File: src/rtl/dmem_arb_pkg.sv
// Shared types and constants for the data-memory port arbiter.
// No logic; imported by the arbiter top and its starvation counter.
package dmem_arb_pkg;

    localparam int DMEM_ADDR_W = 14;
    localparam int DMEM_DATA_W = 32;

    typedef enum logic [1:0] {
        ARB     = 2'd0,
        CPU_RD  = 2'd1,
        HOST_RD = 2'd2
    } arb_state_t;

    typedef struct packed {
        logic                   we;
        logic [DMEM_ADDR_W-1:0] addr;
        logic [DMEM_DATA_W-1:0] wdata;
    } host_req_t;

endpackage

File: src/rtl/dmem_arb_starve_ctr.sv
// Saturating count of consecutive blocked host cycles; flags when the limit is reached.
// Latency: count updates on the clock edge, at_limit is a direct compare of the count.
// Backpressure: none; clr wins over inc, the count holds when neither is asserted.
module dmem_arb_starve_ctr
    import dmem_arb_pkg::*;
#(
    parameter int LIMIT = 4
) (
    input  logic clk,
    input  logic reset,
    input  logic clr,
    input  logic inc,
    output logic at_limit
);

    logic [3:0] cnt_q;

    always_ff @(posedge clk or negedge reset) begin
        if (!reset) begin
            cnt_q <= '0;
        end else if (clr) begin
            cnt_q <= '0;
        end else if (inc && (cnt_q != 4'(LIMIT))) begin
            cnt_q <= cnt_q + 4'd1;
        end
    end

    assign at_limit = (cnt_q == 4'(LIMIT));

endmodule

File: src/rtl/dmem_port_arbiter.sv
// Shares the single-port dmem between the M stage (fixed priority) and a host port. Optional perf counters: DMEM_ARB_PERF_EN.
// Latency: grant drives the memory combinationally; load data returns one cycle after the grant.
// Backpressure: cpu_stall freezes the pipeline, host_ready holds the host off; STARVE_LIMIT blocked cycles force a host slot.
module dmem_port_arbiter
    import dmem_arb_pkg::*;
#(
    parameter int ADDR_W       = DMEM_ADDR_W,
    parameter int DATA_W       = DMEM_DATA_W,
    parameter int STARVE_LIMIT = 4
) (
    input  logic              clk,
    input  logic              reset,
    input  logic              cpu_req,
    input  logic              cpu_we,
    input  logic [ADDR_W-1:0] cpu_addr,
    input  logic [DATA_W-1:0] cpu_wdata,
    output logic [DATA_W-1:0] cpu_rdata,
    output logic              cpu_stall,
    input  logic              host_valid,
    output logic              host_ready,
    input  logic              host_we,
    input  logic [ADDR_W-1:0] host_addr,
    input  logic [DATA_W-1:0] host_wdata,
    output logic              host_rvalid,
    output logic [DATA_W-1:0] host_rdata,
    output logic              mem_en,
    output logic              mem_we,
    output logic [ADDR_W-3:0] mem_addr,
    output logic [DATA_W-1:0] mem_wdata,
    input  logic [DATA_W-1:0] mem_rdata,
    output logic [31:0]       perf_cpu_stalls,
    output logic [31:0]       perf_host_xfers
);

    arb_state_t state_q, state_d;
    logic       starve_full;
    logic       force_host;
    logic       host_hs;
    logic       unused_byte_offsets;

    // Word accesses only: the byte offset bits carry no meaning here.
    assign unused_byte_offsets = ^{cpu_addr[1:0], host_addr[1:0]};

    assign force_host = host_valid & starve_full;
    assign host_hs    = host_valid & host_ready;

    dmem_arb_starve_ctr #(
        .LIMIT (STARVE_LIMIT)
    ) u_starve (
        .clk      (clk),
        .reset    (reset),
        .clr      (host_hs),
        .inc      (host_valid & ~host_ready),
        .at_limit (starve_full)
    );

    always_ff @(posedge clk or negedge reset) begin
        if (!reset) begin
            state_q <= ARB;
        end else begin
            state_q <= state_d;
        end
    end

    always_comb begin
        state_d     = state_q;
        cpu_stall   = 1'b0;
        cpu_rdata   = '0;
        host_ready  = 1'b0;
        host_rvalid = 1'b0;
        host_rdata  = '0;
        mem_en      = 1'b0;
        mem_we      = 1'b0;
        mem_addr    = '0;
        mem_wdata   = '0;
        case (state_q)
            ARB: begin
                if (cpu_req && !force_host) begin
                    mem_en    = 1'b1;
                    mem_we    = cpu_we;
                    mem_addr  = cpu_addr[ADDR_W-1:2];
                    mem_wdata = cpu_wdata;
                    if (!cpu_we) begin
                        cpu_stall = 1'b1;
                        state_d   = CPU_RD;
                    end
                end else if (host_valid) begin
                    host_ready = 1'b1;
                    mem_en     = 1'b1;
                    mem_we     = host_we;
                    mem_addr   = host_addr[ADDR_W-1:2];
                    mem_wdata  = host_wdata;
                    cpu_stall  = cpu_req;
                    if (!host_we) begin
                        state_d = HOST_RD;
                    end
                end
            end
            CPU_RD: begin
                cpu_rdata = mem_rdata;
                state_d   = ARB;
            end
            HOST_RD: begin
                // The M stage keeps waiting while the host's read data returns.
                host_rvalid = 1'b1;
                host_rdata  = mem_rdata;
                cpu_stall   = cpu_req;
                state_d     = ARB;
            end
            default: state_d = ARB;
        endcase
    end

`ifdef DMEM_ARB_PERF_EN
    always_ff @(posedge clk or negedge reset) begin
        if (!reset) begin
            perf_cpu_stalls <= '0;
            perf_host_xfers <= '0;
        end else begin
            if (cpu_stall) perf_cpu_stalls <= perf_cpu_stalls + 32'd1;
            if (host_hs)   perf_host_xfers <= perf_host_xfers + 32'd1;
        end
    end
`else
    assign perf_cpu_stalls = '0;
    assign perf_host_xfers = '0;
`endif

endmodule

File: config.mk
export PLATFORM = sky130hd
export DESIGN_NAME = dmem_port_arbiter
export DESIGN_NICKNAME = d
export VERILOG_FILES = /design/src/rtl/dmem_arb_pkg.sv /design/src/rtl/dmem_arb_starve_ctr.sv /design/src/rtl/dmem_port_arbiter.sv
export SDC_FILE = /design/constraint.sdc
export NUM_CORES = 1
export LEC_CHECK = 0
export CAP_MARGIN = 20
export CORE_AREA = 2 2 120 122
export CTS_CLUSTER_DIAMETER = 40
export DETAILED_ROUTE_END_ITERATION = 7
export DIE_AREA = 0 0 122 124
export SLEW_MARGIN = 20
export SYNTH_ARGS = -nofsm -noshare
export SYNTH_HDL_FRONTEND = slang
export SYNTH_SLANG_ARGS = --single-unit
File: constraint.sdc
create_clock -name clk -period 1.8 [get_ports clk]
set_clock_uncertainty 0.15 [all_clocks]
set_input_delay 0.36 -clock clk [delete_from_list [all_inputs] [get_ports clk]]
set_output_delay 0.36 -clock clk [all_outputs]
set_load 0.01 [all_outputs]
=== After elaboration in Yosys (flattened, before gate mapping) ===
Index checks and enable logic that the tools add are counted.

* Register bits: 6
* Input bits: 130
* Output and inout port bits: 177
* Word-level logic and storage cells: 48

* Add/sub/neg operators: 1
* Equal/unequal tests: 7
* Mux-type cells: 28
* Bitwise gates (word level): 4
* Reduce and logical (&&, ||, !) cells: 6

{| class="wikitable"
|+ Operator list
! kind !! count
|-
| 2-to-1 mux 32 bit || 5
|-
| 2-to-1 mux 12 bit || 3
|-
| 2-to-1 mux 1 bit || 12
|-
| 2-to-1 mux 2 bit || 5
|-
| != test 3 bit (second input constant) || 3
|-
| 2-to-1 mux 4 bit || 2
|-
| adder 4 x 1 -> 4 bit (second input constant) || 1
|-
| equality test 4 x 3 -> 1 bit (second input constant) || 1
|-
| != test 4 x 3 -> 1 bit (second input constant) || 1
|-
| AND 1 bit || 3
|-
| AND reduction 3 bit || 1
|-
| equality test 2 x 1 -> 1 bit (second input constant) || 1
|-
| equality test 2 bit (second input constant) || 1
|-
| logical AND 1 bit || 2
|-
| zero test 2 bit || 1
|-
| one-hot mux 1 bit (2 select lines) || 1
|-
| nonzero test 2 bit || 1
|-
| zero test 1 bit || 1
|-
| inverter 1 bit || 1
|}

=== Logic depth before layout (Yosys ltp) ===
* Word-level depth: 11
* Depth in mapped cells: 7
* Gate-level depth less buffers: 5

=== Cells and area by module ===
Synthesis repeated with hierarchy kept, for this count alone.

* Cells, all modules: 231
* Area total of the unflattened synthesis: 1783.0 µm²

{| class="wikitable"
|+ By module, submodules not included
! module !! times used !! cells each !! area each (µm²) !! sequential area each (µm²)
|-
| dmem_port_arbiter || 1 || 207 || 1549.0 || 50.0
|-
| dmem_arb_starve_ctr || 1 || 24 || 234.0 || 100.1
|}

=== Least setup slack after synthesis ===
OpenSTA, ideal clock, no wires.

* Path type: register -> output
* Start point: reg u_starve.cnt_q[0]
* End point: out mem_addr[0]
* Arrival: 1.419 ns
* Data required time: 1.290 ns
* Path slack: -0.129 ns
* Cell stages (with the launch flop): 7
* Buffers on the path: 1
* Cell sequence: dfrtp_1 > inv_1 > ha_1 > and3b_2 > a21oi_4 > buf_4 > o21ai_0

* Word-level cells in the longest chain between the ends: 6

{| class="wikitable"
|+ RTL lines
! item !! RTL line !! source
|-
| from (decl) || dmem_arb_starve_ctr.sv:16 || <nowiki>logic [3:0] cnt_q;</nowiki>
|-
| from (signal assigned) || dmem_arb_starve_ctr.sv:24 || <nowiki>cnt_q <= cnt_q + 4'd1;</nowiki>
|-
| equality test 4 x 3 -> 1 bit || dmem_arb_starve_ctr.sv:28 || <nowiki>assign at_limit = (cnt_q == 4'(LIMIT));</nowiki>
|-
| AND 1 bit || dmem_port_arbiter.sv:44 || <nowiki>assign force_host = host_valid & starve_full;</nowiki>
|-
| zero test 1 bit || dmem_port_arbiter.sv:78 || <nowiki>if (cpu_req && !force_host) begin</nowiki>
|-
| logical AND 1 bit || dmem_port_arbiter.sv:78 ||
|-
| 2-to-1 mux 12 bit || dmem_port_arbiter.sv:78 ||
|-
| 2-to-1 mux 12 bit || dmem_port_arbiter.sv:76 || <nowiki>case (state_q)</nowiki>
|-
| to (decl) || dmem_port_arbiter.sv:28 || <nowiki>output logic [ADDR_W-3:0] mem_addr,</nowiki>
|}

No other way between the ends.

=== Final worst setup path ===
* Start point: reg u_starve.cnt_q[0]
* End point: out mem_wdata[11]

* Word-level cells in the longest chain between the ends: 6

{| class="wikitable"
|+ RTL lines
! item !! RTL line !! source
|-
| equality test 4 x 3 -> 1 bit || dmem_arb_starve_ctr.sv:28 ||
|-
| AND 1 bit || dmem_port_arbiter.sv:44 ||
|-
| zero test 1 bit || dmem_port_arbiter.sv:78 ||
|-
| logical AND 1 bit || dmem_port_arbiter.sv:78 ||
|-
| 2-to-1 mux 32 bit || dmem_port_arbiter.sv:78 ||
|-
| 2-to-1 mux 32 bit || dmem_port_arbiter.sv:76 ||
|-
| to (decl) || dmem_port_arbiter.sv:29 || <nowiki>output logic [DATA_W-1:0] mem_wdata,</nowiki>
|}

No other way between the ends.

==> run metrics <==
Hold Buf Count CTS=0; Gate power share=approximately four fifths; failing checks=setup timing; Leak=2.706 nW; top post-synthesis cells by area=buf_4 25%, and2_1 18%, nand4_1 13%; DRC Markers=0; hpwl dp=about 8800 um; post-synth top area cell=buf_4; share of power burned in registers=about 6.8%; achievable frequency=about 440 MHz; top fanout value on the critical path=5; routability-driven placement congestion ratio=roughly 0.74; R2R Path End=u_starve.cnt_q[0]$_DFFE_PN0P_; non-filler cells, final=slightly above 800; Antenna Violating Nets Remaining=0; area grow syn2layout=165.9%; largest family of logic cells by synthesized area=simple AND/OR/NAND/NOR gates; Yosys reg bits=6; xor/xnor share of the synthesized area=0%; Clock power frac=between 10 and 15%; Hold Path Class=input pin to asynchronous set/reset pin; Cells after Synth=about 340; max incr delay on CP=~0.38 ns; complex-gate fraction of the synthesized area=between 10% and 20%; reg-to-reg setup timing slack=-0.03 ns; synth warn=0; post-synth top area share=24.62%; pre-CTS WS=-0.6081 ns; CTS root buffer=clkbuf_16; first-pass GRT wire length=around 17,000 um; startpoint type of the worst setup path=flip-flop; Synth Area in Adders=about 1.1%; clk_lat worst skew=approximately 0.23 ns; fin crit period=between 2 and 2.5 ns; simple-gate area share of the yosys netlist=a little under half; syn avg cell area=~6.4 um2; largest net degree at the start of global routing=51; vias in the first global route=between 3,000 and 4,000; Setup WS post-layout=-0.4938 ns; fin crit share=127.4%; PwrDens=roughly 500 nW/um2; status=finished, violations left; crit end category=output port; multiplexer share of the synthesized area=0.5128%; CTS Buf Count=3; Max Cap Violations=0; full die area=between 15,000 and 20,000 um2; Crit Path Class=flip-flop to output port; Core Box Area=roughly 14,000 um2; Critical-path top delay cell=dfrtp_1; clk slew on worst S/H paths=0.03 ns; initial antenna violation count=0; share of cells above drive strength 1=between 40 and 50%; Post-Syn Area=around 2200 um2; Worst Reg2Reg Path Length in Cells=7; net switching power=between 1 and 1.5 mW; vias per cell=roughly 4.3; Routed Wire Length=approximately 13,000 um; worst path arrival time=about 1.8 ns; maximum clock path buffer count=2; grt ovf=0; CTS tree=yes; Antenna diodes=0; Die W=between 100 and 150 um; Vias=3,536; htree depth=1; Final Max Slew Viols=0; Initial Util=~16%; register area share after synthesis=around 6.8%; reg2reg start=state_q[0]$_DFFE_PN0P_; nets@finish=a little under 800; TritonRoute pass-1 iters=4; Placed Cells=between 700 and 800; Total GRT Usage=14.38%; crit path cell chain=inv_1 > ha_2 > and3b_2 > a21oi_4 > buf_6 > buf_8 > buf_12 > o21ai_2 > buf_2; Starting DRT DRC Count=84; Clock Sinks=6; hold violation total from the final report=0; internal power=between 1.5 and 2 mW; FP Rows=between 40 and 50; I/O pin count=307; final setup violation count=around 110; Peak VDD IR=252.7 uV; Net Sw Frac=between 30% and 40%; RSZ-0062 raised after global routing=yes; port bufs=roughly 240; DR WL/cell=16.37 um; die height=roughly 120 um; library cells used by synthesis=32; Critical Path RT=approximately 1.3 ns
## final cells by class
class / instances / area [um2]
multi-input combinational: 294 / 2003
sequential: 6 / 151.4
fill: 1375 / 7881
inverter: 4 / 17.52
clock buffer: 3 / 75.07
tap: 180 / 225.2
timing repair buffer: 328 / 3366
## worst max-delay path, delay by kind of cell (launching register included)
| family | cells | cell delay, ns |
|---|---|---|
| buffers and inverters | 5 | 0.58 |
| flip-flops | 1 | 0.38 |
| AND/OR/NAND/NOR | 1 | 0.23 |
| adder cells (fa/ha/maj) | 1 | 0.18 |
| AO/OA/AOI/OAI | 2 | 0.18 |
## layer usage
layer  global-route usage [%]  share of wire [%]  vias up
met5                        0                  0        -
met4                    3.520                1.4        0
met3                    3.617                9.7       11
met2                    29.54                 54      190
met1                    14.20                 35     1672
li1                         -                  -     1663
## cells in the mapped netlist (all sizes together)
master,instances
a21oi,1
nor4,1
a311oi,1
nand4,45
and2,64
buf,87
and3b,1
nor2,6
a21o,1
and3,2
conb,1
ha,2
a31oi,1
nand3,46
o31ai,1
mux2,1
a22o,1
inv,4
and2b,1
nor3,2
o21ai,47
o2bb2ai,1
dfrtp,6
nand2,2
or2,1
nand4b,1
clkbuf,13
a21bo,1
## worst max path at each step
| stage | from | cells past startpoint | to |
|---|---|---|---|
| after floorplan | u_starve.cnt_q[0]$_DFFE_PN0P_ | 6 | mem_addr[0] |
| after global placement | u_starve.cnt_q[0]$_DFFE_PN0P_ | 7 | mem_wdata[17] |
| after detailed placement | u_starve.cnt_q[0]$_DFFE_PN0P_ | 7 | mem_wdata[4] |
| after CTS | u_starve.cnt_q[1]$_DFFE_PN0P_ | 9 | mem_wdata[11] |
| after global routing | u_starve.cnt_q[1]$_DFFE_PN0P_ | 9 | mem_wdata[10] |
| final | u_starve.cnt_q[0]$_DFFE_PN0P_ | 9 | mem_wdata[11] |
## registers in the layout (all words and copies together) (netlist names)
name / cells
u_starve.cnt_q: 4
state_q: 2
## logic make-up (layout without fill, tap and decap cells)
group | count (synthesis) | count (layout)
AND/OR/NAND/NOR | 172 | 172
other | 1 | 64
AO/OA/AOI/OAI | 55 | 55
flip-flops | 6 | 6
buffers and inverters | 104 | 335
multiplexers | 1 | 1
adder cells (fa/ha/maj) | 2 | 2
## what timing repair did
| item | 4_1_cts | 5_1_grt |
|---|---|---|
| setup endpoints to repair | 113 | 115 |
| resized for setup | 589 | 122 |
| gates cloned | 9 | 3 |
| pin swaps | 58 | 43 |
| buffers inserted | 47 | 20 |
## power groups by stage
| stage | combinational (mW) | sequential, mW | clock [mW] |
|---|---|---|---|
| 6_report | 2.39 | 0.201 | 0.368 |
| 4_1_cts | 2.23 | 0.199 | 0.373 |
| 3_3_place_gp | 1.87 | 0.199 | 0 |
| 3_5_place_dp | 1.88 | 0.202 | 0 |
| 2_1_floorplan | 0.949 | 0.199 | 0 |
| 5_1_grt | 2.54 | 0.206 | 0.381 |
## stage by stage
| stage | hold WS, ns | setup TNS (ns) | utilization, % | power, mW | instance area (um2) |
|---|---|---|---|---|---|
| floorplan | -0.08559 | -2.746 | - | 1.148 | 2566 |
| global placement | 0.3786 | -43.58 | 35.38 | 2.069 | 4853 |
| detailed placement | 0.3781 | -44.90 | 35.38 | 2.084 | 4853 |
| CTS | 0.2407 | -38.54 | 39.95 | 2.797 | 5482 |
| global route | 0.2561 | -35.81 | 42.55 | 3.123 | 5838 |
| finish | 0.2354 | -30.34 | 42.55 | 2.958 | 5838 |
## cell usage in the layout, fill, tap and decap left out, types with 2 or more instances in the layout
cell type / n
buf_6: 118
o21ai_2: 21
nand3_1: 46
nand4_1: 45
o21ai_0: 2
o21ai_4: 10
clkbuf_16: 5
and2_1: 3
buf_8: 4
clkdlybuf4s50_1: 123
dfrtp_1: 5
buf_4: 26
nor2_4: 3
conb_1: 64
buf_2: 41
inv_1: 3
buf_12: 12
nor3_1: 2
and2_4: 61
nor2_1: 3
buf_16: 2
o21ai_1: 14
No activity file was read; power rests on OpenSTA's default activity.
